==> src/rtl/pipeline_int_ctrl.sv <==
// pipeline_int_ctrl
// Interrupt sequencer for the 5-stage pipeline. Latches requests, waits for a
// real instruction in ID with no hazards, stalls IF/ID while older work drains,
// then flushes IF/ID and redirects the PC to the handler vector. On eret it
// flushes again and redirects back to the saved EPC.
module pipeline_int_ctrl #(
    parameter int unsigned DRAIN_CYCLES = 3,
    parameter logic [31:0] VEC_BASE     = 32'h0000_0800,
    parameter logic [31:0] VEC_STRIDE   = 32'h0000_0010
) (
    input  logic        clk,
    input  logic        rst_n,
    input  logic [3:0]  int_req,
    input  logic [3:0]  int_mask,
    input  logic        jp_success,
    input  logic        load_use,
    input  logic        eret_id,
    input  logic [31:0] pc_4_if_id,
    output logic        int_nop,
    output logic        inting,
    output logic        pc_redirect,
    output logic [31:0] redirect_addr,
    output logic [31:0] epc,
    output logic [1:0]  int_cause,
    output logic        in_handler
);

    typedef enum logic [2:0] {
        S_IDLE,
        S_DRAIN,
        S_ENTER,
        S_HANDLER,
        S_RETURN
    } state_t;

    // Counter preload: the DRAIN state lasts exactly DRAIN_CYCLES cycles.
    localparam logic [3:0] DRAIN_LOAD = 4'(DRAIN_CYCLES - 1);

    state_t      r_state;
    state_t      w_state_nxt;
    logic [3:0]  r_pend;
    logic [3:0]  r_cnt;
    logic [31:0] r_epc;
    logic [1:0]  r_cause;
    logic [3:0]  w_eligible;
    logic [1:0]  w_winner;
    logic        w_start;
    logic [3:0]  w_clr;

    // Mask only matters while idle: it is consumed solely through w_start.
    assign w_eligible = r_pend & int_mask;

    // Priority pick: lowest eligible index wins (loop runs high to low so the
    // last hit is the lowest index).
    // NOTE: every signal written in an always_comb gets a default first, so no
    // path leaves it unassigned and no latch is inferred.
    always_comb begin
        w_winner = 2'd0;
        for (int i = 3; i >= 0; i--) begin
            if (w_eligible[i]) w_winner = 2'(i);
        end
    end

    // Entry needs a real instruction in ID (nonzero PC+4) and no hazard, so
    // EPC points at an instruction that has not yet executed.
    assign w_start = (r_state == S_IDLE) && (w_eligible != 4'd0) &&
                     !jp_success && !load_use && (pc_4_if_id != 32'd0);

    // Serviced bit is cleared on the ENTER cycle.
    assign w_clr = (r_state == S_ENTER) ? (4'd1 << r_cause) : 4'd0;

    // Next-state and state-decoded outputs (no input reaches an output).
    always_comb begin
        w_state_nxt   = r_state;
        int_nop       = 1'b0;
        inting        = 1'b0;
        pc_redirect   = 1'b0;
        in_handler    = 1'b0;
        redirect_addr = 32'd0;
        unique case (r_state)
            S_IDLE: begin
                if (w_start) w_state_nxt = S_DRAIN;
            end
            S_DRAIN: begin
                int_nop = 1'b1;
                if (r_cnt == 4'd0) w_state_nxt = S_ENTER;
            end
            S_ENTER: begin
                inting        = 1'b1;
                pc_redirect   = 1'b1;
                redirect_addr = VEC_BASE + 32'(r_cause) * VEC_STRIDE;
                w_state_nxt   = S_HANDLER;
            end
            S_HANDLER: begin
                in_handler = 1'b1;
                if (eret_id) w_state_nxt = S_RETURN;
            end
            S_RETURN: begin
                inting        = 1'b1;
                pc_redirect   = 1'b1;
                redirect_addr = r_epc;
                w_state_nxt   = S_IDLE;
            end
            default: begin
                w_state_nxt = S_IDLE;
            end
        endcase
    end

    // State register.
    // NOTE: sequential state uses non-blocking assignments so every flop
    // samples pre-edge values regardless of block evaluation order.
    always_ff @(posedge clk or negedge rst_n) begin
        if (!rst_n) r_state <= S_IDLE;
        else        r_state <= w_state_nxt;
    end

    // Pending latch: a request on the same edge as the clear keeps its bit.
    always_ff @(posedge clk or negedge rst_n) begin
        if (!rst_n) r_pend <= 4'd0;
        else        r_pend <= (r_pend & ~w_clr) | int_req;
    end

    // Drain counter: preload on entry, count down to zero while draining.
    always_ff @(posedge clk or negedge rst_n) begin
        if (!rst_n)                                   r_cnt <= 4'd0;
        else if (w_start)                             r_cnt <= DRAIN_LOAD;
        else if (r_state == S_DRAIN && r_cnt != 4'd0) r_cnt <= r_cnt - 4'd1;
    end

    // EPC and cause are captured once, at the IDLE->DRAIN decision.
    always_ff @(posedge clk or negedge rst_n) begin
        if (!rst_n) begin
            r_epc   <= 32'd0;
            r_cause <= 2'd0;
        end else if (w_start) begin
            r_epc   <= pc_4_if_id - 32'd4;
            r_cause <= w_winner;
        end
    end

    assign epc       = r_epc;
    assign int_cause = r_cause;

endmodule

==> config.mk <==
export PLATFORM = sky130hd
export DESIGN_NAME = pipeline_int_ctrl
export DESIGN_NICKNAME = d
export VERILOG_FILES = /design/src/rtl/pipeline_int_ctrl.sv
export SDC_FILE = /design/constraint.sdc
export NUM_CORES = 1
export LEC_CHECK = 0
export ABC_AREA = 1
export CAP_MARGIN = 10
export CORE_MARGIN = 5
export CORE_UTILIZATION = 55
export DETAILED_ROUTE_END_ITERATION = 10
export DONT_BUFFER_PORTS = 1
export PLACE_DENSITY = 0.8
export SETUP_SLACK_MARGIN = 0.1
export SLEW_MARGIN = 10
export SYNTH_ARGS = -nofsm -noshare
export SYNTH_HDL_FRONTEND = slang
export SYNTH_SLANG_ARGS = --single-unit
export TNS_END_PERCENT = 1
==> constraint.sdc <==
create_clock -name clk -period 1.6 [get_ports clk]
set_input_delay 0.32 -clock clk [delete_from_list [all_inputs] [get_ports clk]]
set_output_delay 0.32 -clock clk [all_outputs]
set_load 0.05 [all_outputs]
==> run summary <==
Critical Path RT -> 1280 ps
htree depth -> 2
fin crit period -> 1790 ps
DIE WIDTH -> 82.4 um
HP Class -> in2reg
fmax -> 558 MHz
Total GRT Usage -> 29.2%
RD Place Congestion -> 0.895
YS warnings -> 0
met2 WL -> 4.86 mm
end of the worst hold path -> r_pend[3]
slowest CP cell -> dfrtp_1
# IOs -> 115
worst slew pin tran -> 381 ps
RR Startpoint -> r_state[2]
CP Max Fanout -> 5
CTS root buf -> clkbuf_8
wl on met1 -> 3.46 mm
Core Rows -> 26
Setup CP Type -> reg2out
worst vdd ir -> 0.890 mV
hold wc startpoint -> int_req[3]
CP cell instances -> inv_2 -> nand3_4 -> buf_12 -> o21ai_4 -> buf_8
register-to-register setup slack -> 0 ps
post-layout net count -> 569
vias per std cell -> 5.28
Post-Route WL -> 9.38 mm
sequential group share of total power -> 25.8%
Final TNS setup -> -5680 ps
footprint of the multi-input gates -> 1740 sq um
Final Setup Violations -> 37
total clock buffers created by CTS -> 5
Int Power -> 3.54 mW
Worst-path clk slew -> 90 ps
Synth area leader -> dfrtp_1
Clk Latency, worst-skew pair -> 300 ps
core area -> 5110 sq um
CP top delay family -> buffers and inverters
sequential cell area -> 1130 sq um
Final Max Tran Viols -> 0
RSZ-0062 raised after global routing -> yes
largest family of logic cells by synthesized area -> simple AND/OR/NAND/NOR gates
IO Port Bufs -> 0
Yosys top cell area share -> 39.0%
drt drc -> 0
post-synthesis async set-or-reset flop share -> 100%
syn_nets -> 479
Post-synth top flop -> dfrtp_1
outcome -> finished with violations
xor/xnor share of the synthesized area -> 5.77%
highest metal used -> met4
met3 WL -> 767 um
CTS tree -> yes
Clock power frac -> 11.9%
via count -> 3,126
Filler cells -> 290
number of flops mapped to enable cells by yosys -> 0
drt first-iter violations -> 174
Wirelength per Cell -> 15.8 um
Synth Area in Compound Gates -> 8.50%
Pleak -> 2.04 nW
P&R area growth vs syn -> 48.8%
clk sinks -> 45
final hold vios -> 0
Worst Reg2Reg Path Length in Cells -> 10
# diodes -> 0
Worst EP arrival -> 1470 ps
Tcrit/Tclk final -> 112%
post-route ant nets -> 0
max cap viols -> 0
combinational fraction of design power -> 62.3%
Switching Share -> 53.4%
GRT overflow -> 0
Startpoint Class -> register
initial core utilization -> 56.5%
setup ws final -> -191 ps
CP bufs+invs -> 3
Chip Height -> 82.4 um
proportion of layout cells with a drive suffix above 1 -> 29.9%
Post-Synth Simple-Gate Area -> 33.7%
Final Non-Filler Cells -> 592
Bufs on Longest Clock Path -> 2
adder-cell share of the synthesized area -> 1.30%
CP peak stage delay -> 420 ps
pin count of the biggest net entering global routing -> 46
main area contributors after synthesis -> dfrtp_1 (39%), nand2_1 (16%), nor2_1 (11%), inv_1 (8.6%), nand3_1 (4.5%)
initial antenna violation count -> 0
Cell Area, Synth -> 2880 sq um
die area -> 6790 sq um
FF-to-FF End -> r_state[1]
Place WS -> -99.9 ps
slew margin rel. -> 74.5%
TritonRoute pass-1 iters -> 4
Seq/Total Area, Yosys -> 39.0%
first-pass GRT wire length -> 15.1 mm
Gate Count Post-Synth -> 431
Post-Syn Area per Cell -> 6.69 sq um
mux cell area share after synthesis -> 0%
Fin Clk Skew -> 8.57 ps
number of global-route vias before repair -> 3,240
WHS Path Cells -> 1
synth unique cells -> 27
Setup crit end kind -> primary output
cell count after placement -> 578
violated checks -> negative setup slack
#FFs+latches synth -> 45
pwr dens -> 1770 nW/um^2
Net Switching -> 4.06 mW
Final HPWL DP -> 7.17 mm
-- cell usage after synthesis (all sizes together), types with 3 or more instances --
cell    number
o21ai       33
xor2        12
clkbuf       4
inv         67
dfrtp       45
nand2      126
buf          7
nand4        3
nor3         3
ha           3
nand3       26
xnor2        7
nor2        87
-- cell type report --
| cell class | count | share of cell area [%] |
|---|---|---|
| sequential | 45 | 26.3 |
| clock inverter | 1 | 0.700 |
| clock buffer | 7 | 2.01 |
| tap | 70 | 2.04 |
| inverter | 67 | 5.95 |
| multi-input combinational | 308 | 40.6 |
| timing repair buffer | 94 | 22.4 |
-- per-layer routing --
| layer | vias to the layer above | track usage, % |
|---|---|---|
| met5 | - | 0 |
| li1 | 1486 | - |
| met2 | 142 | 54.0 |
| met1 | 1470 | 32.5 |
| met3 | 28 | 6.18 |
| met4 | 0 | 10.8 |
-- stage by stage --
step	utilization, %	area [sq um]	hold WS (ps)	power (mW)
after detailed placement	76.9	3930	25.6	6.49
after floorplan	-	3210	24.4	5.17
after global placement	76.9	3930	25.6	6.34
after global routing	84.0	4290	118	7.98
after CTS	83.5	4260	114	7.53
final	84.0	4290	120	7.60
-- power by group through the flow --
stage          clock network, mW  registers [mW]  logic [mW]
6_report                   0.903            1.96        4.73
5_1_grt                    0.949            2.01        5.03
4_1_cts                    0.895            1.94        4.70
3_5_place_dp                   0            1.96        4.53
3_3_place_gp                   0            1.92        4.42
2_1_floorplan                  0            3.39        1.78
-- logic make-up after synthesis --
family	count (synthesis)
xor gates and xnor gates	19
DFF	45
buffers and inverters	78
AOI/OAI and AO/OA	40
and+or+nand+nor	246
adders and majority gates	3
-- repair_timing --
action                                 CTS  global route
setup endpoints to repair               77            77
hold buffers                             2             0
endpoints found under the hold margin   45             0
buffers inserted                         4             0
cloned                                   0             0
gates resized for setup                 36             7
pin swaps                                3             0
-- worst reg2reg max path, stage by stage, from the launching register on --
cell and delay [ps]:
dfrtp_2 440, inv_2 90, nand2_4 60, nor2_1 160, nand2_1 120, nor2_4 130
o21ai_4 90, buf_4 190, nand2_1 100, nand3_1 90, nand2_1 70
-- worst max path at each step --
stage | start | end | slack (ps) | cells past startpoint
after floorplan | epc[4] | redirect_addr[4] | 70 | 2
after global placement | pc_4_if_id[2] | r_state[1] | 20 | 10
after detailed placement | pc_4_if_id[2] | r_state[1] | -100 | 10
after CTS | r_state[1] | redirect_addr[5] | -190 | 5
after global routing | r_state[1] | redirect_addr[5] | -260 | 5
final | r_state[1] | redirect_addr[4] | -190 | 5
-- placed cells by master (no fill, tap or decap), types with 2 or more instances in the layout --
cell	instances
nand2_1	123
xor2_1	12
buf_12	8
inv_2	5
dfrtp_1	44
buf_4	55
buf_6	22
o21ai_2	7
xnor2_1	7
inv_1	61
ha_1	3
nor2_4	31
nand3_1	25
nand4_1	3
buf_8	7
clkbuf_8	6
nor2_1	55
o21ai_0	22
nor3_1	2
o21ai_4	3
-- registers in the layout (all words and copies together) (netlist names) --
signal	flops
r_pend	4
r_cnt	4
epc	32
r_state	3
int_cause	2
Note: power is estimated with default switching activity, not from simulation.
